$ cat src/rtl/div_engine.sv
// rtl/div_engine.sv - start/done divide responder: 16-bit reciprocal or 16/8 fixed-point quotient
// DIV_ROUND_EN defined: half-LSB upward rounding of the quotient; undefined: truncation.
module div_engine (
  input  logic       clk,
  input  logic       rst_n,
  input  logic       start,
  input  logic       mode,
  output logic       done,
  output logic       busy,
  output logic [7:0] mem_addr,
  input  logic [7:0] mem_rd_data,
  output logic       mem_wr_en,
  output logic [7:0] mem_wr_data
);

  typedef enum logic [2:0] {
    S_IDLE, S_ARMED, S_LOAD, S_DIVIDE, S_ROUND, S_STORE
  } state_t;

  state_t      state_q, state_d;
  logic        mode_q, mode_d;
  logic        done_q, done_d;
  logic        busy_q, busy_d;
  logic [4:0]  cnt_q, cnt_d;
  logic [24:0] num_q, num_d;
  logic [16:0] rem_q, rem_d;
  logic [24:0] quo_q, quo_d;
  logic [15:0] dvs_q, dvs_d;
  logic [23:0] res_q, res_d;

  logic [17:0] rem_sh;
  logic        rem_ge;
  logic        last_io;
  logic        last_div;

  assign done = done_q;
  assign busy = busy_q;

  always_comb begin
    state_d     = state_q;
    mode_d      = mode_q;
    done_d      = done_q;
    busy_d      = busy_q;
    cnt_d       = cnt_q;
    num_d       = num_q;
    rem_d       = rem_q;
    quo_d       = quo_q;
    dvs_d       = dvs_q;
    res_d       = res_q;
    mem_addr    = 8'd0;
    mem_wr_en   = 1'b0;
    mem_wr_data = 8'd0;

    // Numerator bits stream out of num_q MSB first into the partial remainder.
    rem_sh   = {rem_q, num_q[24]};
    rem_ge   = rem_sh >= {2'b00, dvs_q};
    last_io  = mode_q ? (cnt_q == 5'd2) : (cnt_q == 5'd1);
    last_div = mode_q ? (cnt_q == 5'd24) : (cnt_q == 5'd16);

    case (state_q)
      S_IDLE: begin
        if (start) begin
          state_d = S_ARMED;
          done_d  = 1'b0;
        end
      end
      S_ARMED: begin
        if (!start) begin
          state_d = S_LOAD;
          mode_d  = mode;
          busy_d  = 1'b1;
          cnt_d   = 5'd0;
          num_d   = mode ? 25'd0 : {17'h10000, 8'h00};
          rem_d   = 17'd0;
          quo_d   = 25'd0;
          dvs_d   = 16'd0;
        end
      end
      S_LOAD: begin
        mem_addr = (mode_q ? 8'd0 : 8'd8) + {3'b000, cnt_q};
        cnt_d    = cnt_q + 5'd1;
        if (mode_q) begin
          case (cnt_q)
            5'd0:    num_d[24:17] = mem_rd_data;
            5'd1:    num_d[16:9]  = mem_rd_data;
            default: dvs_d        = {8'h00, mem_rd_data};
          endcase
        end else begin
          if (cnt_q == 5'd0) dvs_d[15:8] = mem_rd_data;
          else               dvs_d[7:0]  = mem_rd_data;
        end
        if (last_io) begin
          cnt_d = 5'd0;
          if ((mode_q && mem_rd_data == 8'd0) ||
              (!mode_q && {dvs_q[15:8], mem_rd_data} == 16'd0)) begin
            quo_d   = '1;
            state_d = S_ROUND;
          end else begin
            state_d = S_DIVIDE;
          end
        end
      end
      S_DIVIDE: begin
        rem_d = rem_ge ? (rem_sh[16:0] - {1'b0, dvs_q}) : rem_sh[16:0];
        quo_d = {quo_q[23:0], rem_ge};
        num_d = {num_q[23:0], 1'b0};
        cnt_d = cnt_q + 5'd1;
        if (last_div) begin
          cnt_d   = 5'd0;
          state_d = S_ROUND;
        end
      end
      S_ROUND: begin
        // A zero divisor always yields all ones, whatever the rounding option.
        if (dvs_q == 16'd0) begin
          res_d = '1;
        end else begin
`ifdef DIV_ROUND_EN
          res_d = quo_q[24:1] + {23'd0, quo_q[0]};
`else
          res_d = quo_q[24:1];
`endif
        end
        state_d = S_STORE;
      end
      S_STORE: begin
        mem_wr_en = 1'b1;
        mem_addr  = (mode_q ? 8'd4 : 8'd10) + {3'b000, cnt_q};
        if (mode_q) begin
          case (cnt_q)
            5'd0:    mem_wr_data = res_q[23:16];
            5'd1:    mem_wr_data = res_q[15:8];
            default: mem_wr_data = res_q[7:0];
          endcase
        end else begin
          mem_wr_data = (cnt_q == 5'd0) ? res_q[15:8] : res_q[7:0];
        end
        cnt_d = cnt_q + 5'd1;
        if (last_io) begin
          cnt_d   = 5'd0;
          state_d = S_IDLE;
          done_d  = 1'b1;
          busy_d  = 1'b0;
        end
      end
      default: state_d = S_IDLE;
    endcase
  end

  always_ff @(posedge clk) begin
    if (!rst_n) begin
      state_q <= S_IDLE;
      mode_q  <= 1'b0;
      done_q  <= 1'b0;
      busy_q  <= 1'b0;
      cnt_q   <= 5'd0;
      num_q   <= 25'd0;
      rem_q   <= 17'd0;
      quo_q   <= 25'd0;
      dvs_q   <= 16'd0;
      res_q   <= 24'd0;
    end else begin
      state_q <= state_d;
      mode_q  <= mode_d;
      done_q  <= done_d;
      busy_q  <= busy_d;
      cnt_q   <= cnt_d;
      num_q   <= num_d;
      rem_q   <= rem_d;
      quo_q   <= quo_d;
      dvs_q   <= dvs_d;
      res_q   <= res_d;
    end
  end

endmodule

$ cat config.mk
export PLATFORM = sky130hd
export DESIGN_NAME = div_engine
export DESIGN_NICKNAME = d
export VERILOG_FILES = /design/src/rtl/div_engine.sv
export SDC_FILE = /design/constraint.sdc
export NUM_CORES = 1
export LEC_CHECK = 0
export ABC_AREA = 1
export BUFFER_PORTS_ARGS = -buffer_cell sky130_fd_sc_hd__buf_4
export CAP_MARGIN = 20
export CORE_UTILIZATION = 33
export DETAILED_ROUTE_END_ITERATION = 10
export GPL_TIMING_DRIVEN = 0
export PLACE_DENSITY_LB_ADDON = 0.15
export SYNTH_ARGS = -nofsm -noshare
export SYNTH_HDL_FRONTEND = slang
export SYNTH_SLANG_ARGS = --single-unit
$ cat constraint.sdc
create_clock -name clk -period 2.2 [get_ports clk]
set_clock_uncertainty 0.1 [all_clocks]
set_input_delay 0.11 -clock clk [delete_from_list [all_inputs] [get_ports clk]]
set_output_delay 0.11 -clock clk [all_outputs]
set_load 0.02 [all_outputs]
==> results_dict.tcl, run 1 <==
set metrics [dict create \
    dp_cells 1189 \
    cts_max_level 3 \
    ant_nets 0 \
    syn-instance-count 932 \
    grt_pass1_wl_um 31370 \
    arrival_ps 1990 \
    worstHoldStart "mode" \
    clock_sinks 109 \
    grt_remaining_overflow 0 \
    via_per_inst 5.158 \
    cts.clk_slew.worst_paths_ps 70 \
    cts_tree "done" \
    ys_ff_latch 109 \
    routabilityCongestion 0.8343 \
    die_area_mm2 0.01947 \
    rsz0062_at_grt "yes" \
    synth_flop_cell "dfxtp_1" \
    worstMarginPinSlew_ps 704.1 \
    holdPathEnd "num_q[24]$_SDFFE_PN0P_" \
    cap_violations 0 \
    ioPinCount 31 \
    hpwlAfterDp_um 14260 \
    drv_slew 0 \
    cellLeakagePower_nw 3.500 \
    wl_per_cell_um 16.17 \
    stdcell_area_mm2 0.008004 \
    fin_crit_sh 0.9992 \
    cp-end-kind "output port" \
    fin_tns_setup_ps 0 \
    outcome "finished clean" \
    synth_cell_types 41 \
    r2r_end "dvs_q[7]$_SDFFE_PN0P_" \
    setup_violations 0 \
    port_buffers 27 \
    worstRegToRegCells 10 \
    setup_ws_ps 1.861 \
    initialDrtViolationCount 434 \
    fmax_mhz 454.9 \
    final_core_util 0.4381 \
    drt_wl_total_um 20110 \
    slew_headroom 0.5306 \
    crit_required_ps 1990 \
    gr-usage-all-layers 0.2073 \
    initial_core_util 0.3417 \
    cts-buffers-inserted 9 \
    antennaDiodeCount 0 \
    rows 49 \
    yosys_warnings 0 \
    die_h_um 139.5 \
    drive_gt1_frac 0.2148 \
    synth.yosys.seq_area_share 0.3496 \
    placed_area_mm2 0.006735 \
    synth_area_mm2 0.006242 \
    finalHoldViolCount 0 \
    crit_path_max_fanout 9 \
    clkLatencyLatePin_ps 360 \
    via_count 6416 \
    drc_errors 0 \
    power_density_mw_per_mm2 1336 \
    clockRootBuffer "clkbuf_16" \
    final_nets 1047 \
    die_w_um 139.5 \
    synth_edf_count 0 \
    grt_max_degree 20 \
    finalNonFillerCells 1244 \
    hold_slack_ps 71.60 \
    cp-startpoint "cnt_q[0]$_SDFFE_PN0P_" \
    antenna_found_initial 0 \
    ir_worst_vdd_mv 0.5233 \
    core_area_mm2 0.01827 \
    setup.worst_path.class "reg -> out" \
    timing.rr.start "cnt_q[0]$_SDFFE_PN0P_" \
    cts_buffer_depth 2 \
    crit_path_start_kind "flip-flop" \
    grt_pass1_vias 5832 \
    worstHoldPathCells 4 \
    reg2reg_setup_slack_ps 70 \
    async_reset_ff_frac 0 \
    min_path_type "in -> reg" \
    drt-pass1-iter-count 5 \
    area_growth_pct 28.22 \
    avgSynthCellArea_um2 6.698 \
    power.total_mw 10.69 \
    min_period_ps 2198 \
    dp_slack_ps -342.3 \
]
==> report_power, final <==
part,switching (mW),total [mW],internal (mW)
clock,0.812,1.71,0.903
sequential,0.213,2.55,2.34
combinational,3.82,6.42,2.61
==> final cells by class <==
class	instances	area (µm²)
fill	1910	10270
multi-input combinational	647	3821
sequential	109	2210
timing repair buffer	66	566.8
inverter	131	513.0
buffer	45	294.0
tap	229	286.5
clock buffer	9	225.2
clock inverter	7	80.08
timing repair inverter	1	7.507
==> how the worst max path moves through the flow <==
stage	slack (ps)	to	depth (start not counted)
CTS	-30	mem_wr_data[6]	8
global route	-80	mem_wr_data[5]	7
floorplan	130	mem_addr[2]	8
detailed placement	-340	rem_q[14]$_SDFFE_PN0P_	13
global placement	-360	rem_q[14]$_SDFFE_PN0P_	13
finish	2	mem_wr_data[5]	7
==> layout by cell type (no fill, tap or decap), types with 17 or more instances in the layout <==
master,count
inv_1,102
a31oi_1,25
buf_4,58
o21ai_1,23
ha_4,17
o21ai_0,54
dfxtp_1,99
nand3_1,37
clkbuf_1,20
nor2_1,61
nand4_1,22
nand2_1,199
a21oi_1,101
inv_2,23
==> routing by layer <==
metal	vias up	routed length, µm	track usage
met5	-	0	0
met4	0	306	0.05726
met3	24	726	0.04233
met2	136	9338	0.3330
met1	3011	9738	0.2810
li1	3245	-	-
==> cells in the mapped netlist, types with 2 or more instances <==
cell type,instances,area share
a211oi_1,14,0.017
o21bai_1,2,0.0024
fa_1,2,0.0064
nor2_4,3,0.0054
nor2_1,67,0.040
dfxtp_1,109,0.35
nand3_1,42,0.034
nand3b_1,6,0.0072
a31oi_1,25,0.025
xor2_1,4,0.0056
nor3_1,10,0.0080
buf_2,9,0.0072
a21oi_1,104,0.083
xnor2_1,6,0.0084
o21ai_1,15,0.012
nand2_1,206,0.12
ha_1,23,0.046
nand3_2,5,0.0080
buf_4,5,0.0060
inv_1,118,0.071
buf_1,3,0.0018
clkinv_1,2,0.0012
clkbuf_1,28,0.017
o21ai_0,65,0.052
nand2_2,2,0.0020
o22ai_1,8,0.0080
nor4_1,2,0.0020
inv_2,11,0.0066
nand4_1,22,0.022
o211ai_2,3,0.0060
==> timing repair <==
action | CTS | global route
setup endpoints to repair | 42 | 84
pin swaps | 12 | 29
gates resized for setup | 82 | 89
hold endpoints to repair | 2 | 0
hold buffers | 3 | 0
gates cloned | 1 | 1
setup buffers | 16 | 19
==> kinds of logic after synthesis <==
group           after synthesis  synth area share
compound gates              242            0.2139
xor+xnor                     10           0.01403
fa+ha+maj                    25           0.05252
buf+inv                     177            0.1124
flops                       109            0.3496
other cells                   1         0.0006007
simple gates                368            0.2570
==> flip-flops by register name (all words and copies together) (netlist names) <==
signal,cells
num_q,16
busy,1
dvs_q,16
state_q,3
mode_q,1
res_q,24
quo_q,25
done,1
cnt_q,5
rem_q,17
==> critical path: stages (launching register included) <==
cell and delay [ps]:
dfxtp_4 360, inv_4 60, ha_4 150, nand3_4 160, nand2_2 280, o22ai_1 140, a211oi_2 280, buf_4 210
Note: power is estimated with default switching activity, not from simulation.
==> run 2, diff against run 1 <==
--- a/config.mk
+++ b/config.mk
@@ -9,4 +9,5 @@
 export BUFFER_PORTS_ARGS = -buffer_cell sky130_fd_sc_hd__buf_4
 export CAP_MARGIN = 20
+export CORE_ASPECT_RATIO = 0.7
 export CORE_UTILIZATION = 33
 export DETAILED_ROUTE_END_ITERATION = 10
==> constraint.sdc (replaced) <==
create_clock -name clk -period 2.2 [get_ports clk]
set_clock_uncertainty 0.1 [all_clocks]
set_input_delay 0.66 -clock clk [delete_from_list [all_inputs] [get_ports clk]]
set_output_delay 0.66 -clock clk [all_outputs]
set_load 0.02 [all_outputs]
==> run 2 against run 1 <==
  * Cell count grew 0.64%
  * Clock-buffer cell count grew 1
  * Combinational power grew 3%
  * The flow now finishes with violations (DRC, setup timing)
  * Highest routed layer unchanged
  * Sequential share of layout area shrank 0.44 points
  * Worst setup slack lost 520 ps
  * Critical path depth grew 2
  * First-iteration DRC count grew 27%
  * Core utilization grew 0.85 points
  * Global-route usage grew 0.18 points
  * Die area is essentially flat
  * Routed wire length grew 0.52%
==> results_dict.tcl, run 2 (synthesis results as in run 1) <==
set metrics [dict create \
    slowest_delay_ps 430 \
    worstHoldStart "rem_q[16]$_SDFFE_PN0P_" \
    final_core_util 0.4466 \
    comb_power_share 0.610 \
    hold_slack_ps 369.0 \
    setup_violations 14 \
    mostFrequentLayoutCell "nand2_1" \
    cap_violations 0 \
    timing.rr.start "mode_q$_SDFFE_PN0P_" \
    grt_remaining_overflow 0 \
    worstHoldPathCells 2 \
    cp-startpoint "state_q[1]$_SDFFE_PN0P_" \
    crit_required_ps 1440 \
    final_nets 1048 \
    reg2reg_setup_slack_ps 0 \
    r2r_end "cnt_q[3]$_SDFFE_PN0P_" \
    swShare 0.4642 \
    placed_area_mm2 0.006877 \
    crit_buf_inv 4 \
    fin_crit_sh 1.234 \
    cp-end-kind "output port" \
    crit_family "adder cells" \
    die_area_mm2 0.01948 \
    die_h_um 117.1 \
    arrival_ps 1950 \
    crit_path_start_kind "flip-flop" \
    cp_cell_sequence "inv_4, nand3_4, clkbuf_16, nor2_4, ha_4, fa_2, inv_2, nor2_4, buf_6" \
    grt_pass1_wl_um 31590 \
    pwr-share-clk 0.154 \
    cts_tree "done" \
    stdcell_area_mm2 0.008157 \
    initialDrtViolationCount 553 \
    nFillCells 1876 \
    fin_tns_setup_ps -5598 \
    clock_sinks 109 \
    largestRegisters "quo_q: 25 flops, res_q: 24 flops, rem_q: 17 flops" \
    finalHoldViolCount 0 \
    core_area_mm2 0.01826 \
    initial_core_util 0.3418 \
    clkLatencyLatePin_ps 370 \
    fmax_mhz 368.4 \
    holdPathEnd "rem_q[16]$_SDFFE_PN0P_" \
    drv_slew 0 \
    cts_buffer_depth 2 \
    rows 41 \
    via_per_inst 5.105 \
    grt_pass1_vias 5708 \
    ant_nets 0 \
    drt-pass1-iter-count 8 \
    power_density_mw_per_mm2 1328 \
    path_depth 9 \
    violations "DRC, setup timing" \
    wl_per_cell_um 16.15 \
    antenna_found_initial 0 \
    outcome "finished with violations" \
    regMostFlops "quo_q" \
    crit_top_cell "nor2_4" \
    cellLeakagePower_nw 3.564 \
    final_cell_mix "nand2_1 (186), a21oi_1 (100), inv_1 (98), dfxtp_1 (92), buf_4 (67)" \
    clockRootBuffer "clkbuf_16" \
    drc_errors 2 \
    cts.clk_slew.worst_paths_ps 80 \
    ioPinCount 31 \
    min_period_ps 2715 \
    setup_ws_ps -514.7 \
    slew_headroom 0.5383 \
    via_count 6392 \
    largest_register_ffs 25 \
    cp_slowest_cell "fa_2" \
    cts-buffers-inserted 9 \
    power.share.sequential 0.236 \
    rsz0062_at_grt "yes" \
    worstMarginPinSlew_ps 692.5 \
    hpwlAfterDp_um 14640 \
    min_path_type "reg -> reg" \
    grt_max_degree 21 \
    gr-usage-all-layers 0.2091 \
    ir_worst_vdd_mv 0.4497 \
    routabilityCongestion 0.8474 \
    drive_gt1_frac 0.2648 \
    p_switching_mw 5.028 \
    die_w_um 166.4 \
    setup.worst_path.class "reg -> out" \
    area_growth_pct 30.67 \
    port_buffers 27 \
    intPower_mw 5.803 \
    cts_max_level 3 \
    antennaDiodeCount 0 \
    drt_wl_total_um 20220 \
    worstRegToRegCells 9 \
    crit_path_max_fanout 3 \
]
-- run 2: cell types whose count changed in the layout (fill, tap and decap cells not counted), sizes merged --
cell | before | now
buf | 81 | 83
bufinv | 1 | 0
clkbuf | 36 | 40
clkinv | 3 | 2
clkinvlp | 3 | 1
dlygate4sd3 | 3 | 0
inv | 132 | 134
-- run 2: final cells by class --
| type | instances | area [µm²] | share of cell area |
|---|---|---|---|
| Buffer | 45 | 319.1 | 0.03912 |
| Clock buffer | 10 | 239.0 | 0.02930 |
| Clock inverter | 6 | 60.06 | 0.007363 |
| Inverter | 131 | 520.5 | 0.06381 |
| Multi-Input combinational cell | 647 | 3956 | 0.4850 |
| Sequential cell | 109 | 2216 | 0.2717 |
| Tap cell | 236 | 295.3 | 0.03620 |
| Timing Repair Buffer | 68 | 550.5 | 0.06750 |
-- run 2: worst reg2reg max path, stage by stage, from the launching register on --
cell and delay, ps:
dfxtp_1 330, buf_6 120, clkinv_4 110, ha_4 320, nand2_1 60, o31ai_1 400
o21ai_1 260, o21ai_1 220, o21bai_1 130, a21oi_1 50
-- run 2: routing by layer --
metal,up-vias,part of all wire,wire length [µm],track usage
li1,3244,-,-,-
met3,18,0.058,1173,0.03564
met1,2964,0.56,11250,0.3427
met2,166,0.38,7587,0.2714
met4,0,0.010,208,0.04383
met5,-,0,0,0
-- run 2: through the flow --
stage               std cells  power [mW]  setup slack (ps)
floorplan                 933       6.283            -90.98
global route             1252       11.68            -568.3
finish                   1252       10.83            -514.7
CTS                      1237       9.798            -505.5
detailed placement       1196       7.528            -356.5
global placement         1196       7.525            -384.6
-- run 2: power groups by stage --
| stage | Sequential, mW | Clock (mW) | Combinational, mW |
|---|---|---|---|
| final | 2.56 | 1.67 | 6.60 |
| after detailed placement | 2.57 | 0 | 4.96 |
| after floorplan | 2.52 | 0 | 3.76 |
| after CTS | 2.53 | 1.71 | 5.56 |
| after global routing | 2.60 | 1.81 | 7.28 |
| after global placement | 2.57 | 0 | 4.96 |
-- run 2: timing repair --
action	4_1_cts	5_1_grt
setup endpoints to repair	33	93
endpoints found under the hold margin	0	0
setup buffers	24	15
cloned	1	1
hold buffers	0	0
gates resized for setup	84	100
pin swaps	26	33
-- run 2: worst max-delay path by stage --
| stage | end | slack, ps |
|---|---|---|
| 2_1_floorplan | mem_addr[4] | -90 |
| 3_3_place_gp | mem_addr[2] | -380 |
| 3_5_place_dp | mem_addr[2] | -360 |
| 4_1_cts | mem_addr[2] | -510 |
| 5_1_grt | mem_addr[5] | -570 |
| 6_report | mem_addr[2] | -510 |
